### config.mk
export PLATFORM = sky130hd
export DESIGN_NAME = lsu
export DESIGN_NICKNAME = d
export VERILOG_FILES = /design/src/rtl/lsu_pkg.sv /design/src/rtl/lsu_align.sv /design/src/rtl/lsu.sv
export SDC_FILE = /design/constraint.sdc
export NUM_CORES = 1
export LEC_CHECK = 0
export BUFFER_PORTS_ARGS = -buffer_cell sky130_fd_sc_hd__buf_4
export CAP_MARGIN = 20
export CORE_ASPECT_RATIO = 1.25
export CORE_MARGIN = 3
export CORE_UTILIZATION = 44
export DETAILED_ROUTE_END_ITERATION = 8
export HOLD_SLACK_MARGIN = 0.12
export PLACE_DENSITY = 0.75
export SYNTH_ARGS = -nofsm -noshare
export SYNTH_HDL_FRONTEND = slang
export SYNTH_SLANG_ARGS = --single-unit
### constraint.sdc
create_clock -name clk -period 3.5 [get_ports clk]
set_clock_uncertainty 0.15 [all_clocks]
set_input_delay 0 -clock clk [delete_from_list [all_inputs] [get_ports clk]]
set_output_delay 0 -clock clk [all_outputs]
set_load 0.02 [all_outputs]
### src/rtl/lsu_pkg.sv
// Shared types and helpers for the load/store unit: funct3 codes, FSM states,
// the default bus timeout, and small decode functions used by the top level.
package lsu_pkg;

    typedef enum logic [2:0] {
        F3_B  = 3'b000,
        F3_H  = 3'b001,
        F3_W  = 3'b010,
        F3_BU = 3'b100,
        F3_HU = 3'b101
    } funct3_e;

    typedef enum logic [1:0] {
        IDLE = 2'd0,
        REQ  = 2'd1,
        DONE = 2'd2
    } state_e;

    localparam int LSU_TIMEOUT_DEFAULT = 255;

    // Unsigned variants exist only for loads; stores accept B/H/W.
    function automatic logic f3_legal(input logic is_load, input logic [2:0] f3);
        logic ok;
        ok = 1'b0;
        case (f3)
            F3_B, F3_H, F3_W: ok = 1'b1;
            F3_BU, F3_HU:     ok = is_load;
            default:          ok = 1'b0;
        endcase
        return ok;
    endfunction

    // Byte offset actually used for lane steering: halfwords drop bit 0,
    // words drop both bits. Harmless when misalignment is trapped, since a
    // misaligned access never reaches the bus in that build.
    function automatic logic [1:0] eff_lo(input logic [2:0] f3, input logic [1:0] lo);
        logic [1:0] r;
        case (f3[1:0])
            2'b00:   r = lo;
            2'b01:   r = {lo[1], 1'b0};
            default: r = 2'b00;
        endcase
        return r;
    endfunction

    function automatic logic misaligned(input logic [2:0] f3, input logic [1:0] lo);
        logic r;
        case (f3[1:0])
            2'b01:   r = lo[0];
            2'b10:   r = |lo;
            default: r = 1'b0;
        endcase
        return r;
    endfunction

endpackage

### src/rtl/lsu_align.sv
// Combinational lane logic: byte enables and store replication for the
// outgoing request, and shift plus sign/zero extension for returning loads.
module lsu_align
    import lsu_pkg::*;
(
    input  logic [2:0]  i_st_f3,
    input  logic [1:0]  i_st_lo,
    input  logic        i_st_read,
    input  logic [31:0] i_wr_data,
    output logic [3:0]  o_be,
    output logic [31:0] o_wdata,
    input  logic [2:0]  i_ld_f3,
    input  logic [1:0]  i_ld_lo,
    input  logic [31:0] i_rd_data,
    output logic [31:0] o_ld_data
);

    logic [31:0] w_shifted;

    // Byte enables by access size; store data replicated across all lanes.
    always_comb begin
        o_be    = 4'b0000;
        o_wdata = 32'h0;
        case (i_st_f3[1:0])
            2'b00: begin
                o_be    = 4'b0001 << i_st_lo;
                o_wdata = {4{i_wr_data[7:0]}};
            end
            2'b01: begin
                o_be    = 4'b0011 << {i_st_lo[1], 1'b0};
                o_wdata = {2{i_wr_data[15:0]}};
            end
            2'b10: begin
                o_be    = 4'b1111;
                o_wdata = i_wr_data;
            end
            default: begin
                o_be    = 4'b0000;
                o_wdata = 32'h0;
            end
        endcase
        if (i_st_read) begin
            o_wdata = 32'h0;
        end
    end

    assign w_shifted = i_rd_data >> {i_ld_lo, 3'b000};

    // Extend the addressed byte/halfword; words arrive with a zero offset.
    always_comb begin
        o_ld_data = 32'h0;
        case (i_ld_f3)
            F3_B:    o_ld_data = {{24{w_shifted[7]}}, w_shifted[7:0]};
            F3_H:    o_ld_data = {{16{w_shifted[15]}}, w_shifted[15:0]};
            F3_W:    o_ld_data = w_shifted;
            F3_BU:   o_ld_data = {24'h0, w_shifted[7:0]};
            F3_HU:   o_ld_data = {16'h0, w_shifted[15:0]};
            default: o_ld_data = 32'h0;
        endcase
    end

endmodule

### src/rtl/lsu.sv
// Load/store unit: takes the ALU result as address and rs2 as store data,
// runs one req/ack transaction to data memory and stalls the core meanwhile.
// Build option: define LSU_MISALIGN_TRAP_EN to report misaligned halfword/word
// accesses as errors; otherwise they are silently aligned.
//
// state | meaning
// IDLE  | no access in flight; a request is decoded here
// REQ   | bus request driven, waiting for DmAck or timeout
// DONE  | one-cycle completion pulse, inputs ignored
module lsu
    import lsu_pkg::*;
#(
    parameter int TIMEOUT = LSU_TIMEOUT_DEFAULT
) (
    input  logic        clk,
    input  logic        rst,
    input  logic        MemRead,
    input  logic        MemWrite,
    input  logic [2:0]  Funct3,
    input  logic [31:0] Addr,
    input  logic [31:0] WrData,
    output logic        Stall,
    output logic        Done,
    output logic [31:0] LoadData,
    output logic        LsuErr,
    output logic        DmReq,
    output logic        DmWe,
    output logic [31:0] DmAddr,
    output logic [3:0]  DmBe,
    output logic [31:0] DmWData,
    input  logic        DmAck,
    input  logic [31:0] DmRData
);

    // Counter only needs to reach TIMEOUT-1: the REQ cycle holding that value
    // is the last one before the timeout fires.
    localparam int CW = (TIMEOUT < 2) ? 1 : $clog2(TIMEOUT);
    localparam logic [CW-1:0] CNT_LAST = CW'(TIMEOUT - 1);

    state_e          r_state;
    state_e          w_state_nxt;
    logic [CW-1:0]   r_cnt;

    logic            r_dm_req;
    logic            r_dm_we;
    logic [31:0]     r_dm_addr;
    logic [3:0]      r_dm_be;
    logic [31:0]     r_dm_wdata;

    logic            r_is_read;
    logic [2:0]      r_ld_f3;
    logic [1:0]      r_ld_lo;
    logic            r_err;
    logic [31:0]     r_ldata;

    logic            w_req;
    logic            w_illegal;
    logic            w_misalign;
    logic [1:0]      w_eff_lo;
    logic [3:0]      w_be;
    logic [31:0]     w_wdata;
    logic [31:0]     w_ld_data;
    logic            w_go_req;
    logic            w_go_err;
    logic            w_ack;
    logic            w_tmo;

    assign w_req     = MemRead | MemWrite;
    assign w_illegal = (MemRead & MemWrite) | ~f3_legal(MemRead, Funct3);
    assign w_eff_lo  = eff_lo(Funct3, Addr[1:0]);

`ifdef LSU_MISALIGN_TRAP_EN
    assign w_misalign = misaligned(Funct3, Addr[1:0]);
`else
    assign w_misalign = 1'b0;
`endif

    lsu_align u_align (
        .i_st_f3   (Funct3),
        .i_st_lo   (w_eff_lo),
        .i_st_read (MemRead),
        .i_wr_data (WrData),
        .o_be      (w_be),
        .o_wdata   (w_wdata),
        .i_ld_f3   (r_ld_f3),
        .i_ld_lo   (r_ld_lo),
        .i_rd_data (DmRData),
        .o_ld_data (w_ld_data)
    );

    // State register.
    always_ff @(posedge clk or posedge rst) begin
        if (rst) begin
            r_state <= IDLE;
        end else begin
            r_state <= w_state_nxt;
        end
    end

    // Next-state decode plus the one-cycle event strobes that drive the datapath.
    always_comb begin
        w_state_nxt = r_state;
        w_go_req    = 1'b0;
        w_go_err    = 1'b0;
        w_ack       = 1'b0;
        w_tmo       = 1'b0;
        case (r_state)
            IDLE: begin
                if (w_req) begin
                    if (w_illegal | w_misalign) begin
                        w_state_nxt = DONE;
                        w_go_err    = 1'b1;
                    end else begin
                        w_state_nxt = REQ;
                        w_go_req    = 1'b1;
                    end
                end
            end
            REQ: begin
                if (DmAck) begin
                    w_state_nxt = DONE;
                    w_ack       = 1'b1;
                end else if (r_cnt == CNT_LAST) begin
                    w_state_nxt = DONE;
                    w_tmo       = 1'b1;
                end
            end
            DONE: begin
                w_state_nxt = IDLE;
            end
            default: begin
                w_state_nxt = IDLE;
            end
        endcase
    end

    // Bus request registers, timeout counter and load-side capture.
    always_ff @(posedge clk or posedge rst) begin
        if (rst) begin
            r_cnt      <= '0;
            r_dm_req   <= 1'b0;
            r_dm_we    <= 1'b0;
            r_dm_addr  <= 32'h0;
            r_dm_be    <= 4'b0000;
            r_dm_wdata <= 32'h0;
            r_is_read  <= 1'b0;
            r_ld_f3    <= 3'b000;
            r_ld_lo    <= 2'b00;
        end else if (w_go_req) begin
            r_cnt      <= '0;
            r_dm_req   <= 1'b1;
            r_dm_we    <= MemWrite;
            r_dm_addr  <= {Addr[31:2], 2'b00};
            r_dm_be    <= w_be;
            r_dm_wdata <= w_wdata;
            r_is_read  <= MemRead;
            r_ld_f3    <= Funct3;
            r_ld_lo    <= w_eff_lo;
        end else if (r_state == REQ) begin
            if (w_ack | w_tmo) begin
                r_cnt      <= '0;
                r_dm_req   <= 1'b0;
                r_dm_we    <= 1'b0;
                r_dm_addr  <= 32'h0;
                r_dm_be    <= 4'b0000;
                r_dm_wdata <= 32'h0;
            end else begin
                r_cnt <= r_cnt + 1'b1;
            end
        end
    end

    // Completion status: only non-zero while in DONE.
    always_ff @(posedge clk or posedge rst) begin
        if (rst) begin
            r_err   <= 1'b0;
            r_ldata <= 32'h0;
        end else if (w_go_err | w_tmo) begin
            r_err   <= 1'b1;
            r_ldata <= 32'h0;
        end else if (w_ack) begin
            r_err   <= 1'b0;
            r_ldata <= r_is_read ? w_ld_data : 32'h0;
        end else if (r_state == DONE) begin
            r_err   <= 1'b0;
            r_ldata <= 32'h0;
        end
    end

    // Stall is masked by reset so every output reads zero while reset is held.
    assign Stall    = ~rst & (((r_state == IDLE) & w_req) | (r_state == REQ));
    assign Done     = (r_state == DONE);
    assign LsuErr   = r_err;
    assign LoadData = r_ldata;
    assign DmReq    = r_dm_req;
    assign DmWe     = r_dm_we;
    assign DmAddr   = r_dm_addr;
    assign DmBe     = r_dm_be;
    assign DmWData  = r_dm_wdata;

endmodule
==> metrics.md <==
| Metric | Value |
|---|---|
| Routed wire length | about 21 mm |
| CTS tree | built |
| Multiplexer share of the synthesized area | 7.32% |
| Slowest-stage cell, CP | dlygate4sd3_1 |
| Antenna-violating nets left | 0 |
| Largest family of logic cells by synthesized area | compound AO/OA/AOI/OAI gates |
| Tot Pwr | 6.68 mW |
| Iteration count of the initial detailed-routing pass | 9 |
| Leakage | around 4.4 nW |
| PD cells | ~730 nW/µm² |
| Layout cell share with drive strength beyond 1 | 30.5% |
| Worst hold slack | roughly 170 ps |
| Post-synth top flop | dfrtp_1 |
| Status | finished clean |
| Initial Util | ~46% |
| Final Cycle Share | around nine tenths |
| Final net count | 954 |
| Diode count | 0 |
| Top Ports | 209 |
| Cell with the most instances after synthesis | dfrtp_1 |
| First-pass GRT wire length | 33.5 mm |
| Total CTS buffers | 17 |
| PnR worst setup slack | approximately 300 ps |
| Syn Area/Cell | approximately 11 µm² |
| Multi-input logic area | 2260 µm² |
| CP startpoint kind | register |
| Die Area | ~14000 µm² |
| Ys async rst share | 100% |
| GP Congestion | between 0.9 and 1 |
| Final min period | 3200 ps |
| CP Data Arrival Time | 3400 ps |
| Reg-to-reg setup timing slack | around 300 ps |
| Filler instances | about 660 |
| Compound-cell area share of the yosys netlist | between 20 and 25% |
| Area leader, netlist | dfrtp_1 |
| Area share of xor/xnor cells in the synthesized design | less than 1% |
| Fin util | between 70 and 80% |
| Iteration-0 DRC Markers | 477 |
| Post-synth top cells | 117 x dfrtp_1, 64 x nand2_1, 50 x a22o_1 |
| Initial antenna violation count | 0 |
| Cells after Synth | roughly 500 |
| FMAX | approximately 310 MHz |
| Cell chain of the critical path | or2_1 > a2111oi_4 > buf_4 > nand3_1 > dlygate4sd3_1 > nand2_1 > dlygate4sd3_1 |
| Hold Vio Cnt, Final | 0 |
| Clock root cell | clkbuf_16 |
| Core footprint | 11700 µm² |
| DPL Wire Length | 11.6 mm |
| Flops & latches, synth | between 100 and 150 |
| Number of synthesized flops with an enable pin | 0 |
| Fin area | approximately 9200 µm² |
| Worst VDD drop | between 700 and 800 µV |
| Synth area leaders | dfrtp_1 55%, a22o_1 8.2%, mux2i_1 5.4% |
| Worst-Margin Slew | 991 ps |
| Worst-Skew Late Latency | a little over 400 ps |
| # DRC | 0 |
| Layout area overhead | 71.2% |
| Reg-to-Reg Start | r_state[1] |
| Row count | 44 |
| Crit Reg-Reg Endpoint | r_ld_lo[0] |
| Placed Area | around 7000 µm² |
| R2R depth | 7 |
| Die width | between 100 and 150 µm |
| Post-Place Cells | around 840 |
| Endpoint class of the critical path | register |
| Adder-Cell Fraction of Synth Area | less than 1% |
| Clock tree buffer depth | 2 |
| Max-Slew Margin vs Limit | about a third |
| # Max-Cap Violations | 0 |
| Share of the yosys chip area belonging to registers | around 55% |
| Wire per inst | 20.8 µm |
| # clock sinks | 117 |
| Grt ovf | 0 |
| Post-CTS Setup Bufs | 0 |
| Netlist cell types | 41 |
| Syn Std Cell Area | 5350 µm² |
| Most common cell on crit path | dlygate4sd3_1 |
| Final setup fails | 0 |
| I/O Buffers | 206 |
| Final cell count without fillers | between 1000 and 1500 |
| Crit-path max FO | 40 |
| Clock-pin slew on the worst setup and hold paths | approximately 50 ps |
| RSZ-0062 raised after global routing | no |
| YS warnings | 0 |
| Die Y | 129 µm |
| FF/Latch Area | 2930 µm² |
| Hold WC Path Type | input port to asynchronous set/reset pin |
| Setup TNS | 0 ps |
| Largest net degree at the start of global routing | 64 |
| Vias/cell | approximately 5.7 |
| Slowest stage delay, CP | about 600 ps |
| Synth Area in Simple Gates | 11.1% |
| Vias | 5876 |
| GRT Util Overall | between 30% and 40% |
| Crit path kind | register to register |
| Top cell type's share of synthesized area | around 55% |
| Req. time, crit path | approximately 3700 ps |
| Max Slew Vio Count | 0 |
| Pre-CTS setup slack | 987 ps |
| Number of global-route vias before repair | roughly 6300 |
| H-tree depth | 4 |
cells by family after synthesis:
logic type / Yosys count
flip-flops: 117
XOR/XNOR: 4
buffers and inverters: 38
multiplexers: 38
adder cells (fa/ha/maj): 2
AO/OA/AOI/OAI: 169
AND/OR/NAND/NOR: 129
other: 1
per-layer routing:
layer / part of all wire (%) / global-route usage [%]
met5: 0 / 0
met4: 4.6 / 15.1
met3: 8.6 / 8.92
met2: 51 / 56.4
met1: 36 / 34.9
power by group:
group / internal (mW) / switching [mW] / total, mW
Clock: 1.14 / 0.665 / 1.81
Combinational: 1.24 / 1.46 / 2.70
Sequential: 1.78 / 0.389 / 2.17
Total: 4.17 / 2.52 / 6.68
cells in the final DEF (no fill, tap or decap), drive strengths merged, types with 18 or more instances in the layout:
master and count:
a21oi 37, a22o 51, buf 214, clkbuf 18
dfrtp 117, dlygate4sd3 150, mux2i 29, nand2 64
nor2 21, o21ai 44
sequential cells by signal (all words and copies together) (netlist names):
name,cells
r_ld_lo,2
DmWData,32
LsuErr,1
r_state,2
r_is_read,1
DmAddr,30
r_ld_f3,3
r_cnt,8
LoadData,32
DmBe,4
DmWe,1
DmReq,1
final cells by class:
class / count / share of cell area, %
repair buffers: 364 / 34.2
flip-flops and latches: 117 / 32.0
multi-input cells: 344 / 24.7
clock buffers: 18 / 4.80
well taps: 161 / 2.20
clock inverters: 14 / 1.94
inverters: 4 / 0.191
repair_timing:
action / CTS / global route
hold buffers: 150 / 0
gates resized for setup: 0 / 0
hold endpoints to repair: 177 / 0
how the worst max path moves through the flow:
| stage | start | to | slack [ps] | cells after the start |
|---|---|---|---|---|
| 2_1_floorplan | rst | DmAddr[10] | 250 | 1 |
| 3_5_place_dp | r_state[0] | LoadData[19] | 990 | 4 |
| 3_3_place_gp | r_state[1] | LoadData[27] | 1110 | 4 |
| 6_report | r_state[1] | r_ld_lo[0] | 300 | 7 |
| 4_1_cts | r_state[1] | r_ld_lo[0] | 320 | 7 |
| 5_1_grt | r_state[1] | r_ld_lo[0] | 180 | 7 |
worst max-delay path, delay by kind of cell, from the launching register on:
kind	cells	cell delay, ps
flip-flops	1	420
AO/OA/AOI/OAI	1	430
AND/OR/NAND/NOR	3	520
buffers and inverters	3	1620
No activity file was read; power rests on OpenSTA's default activity.
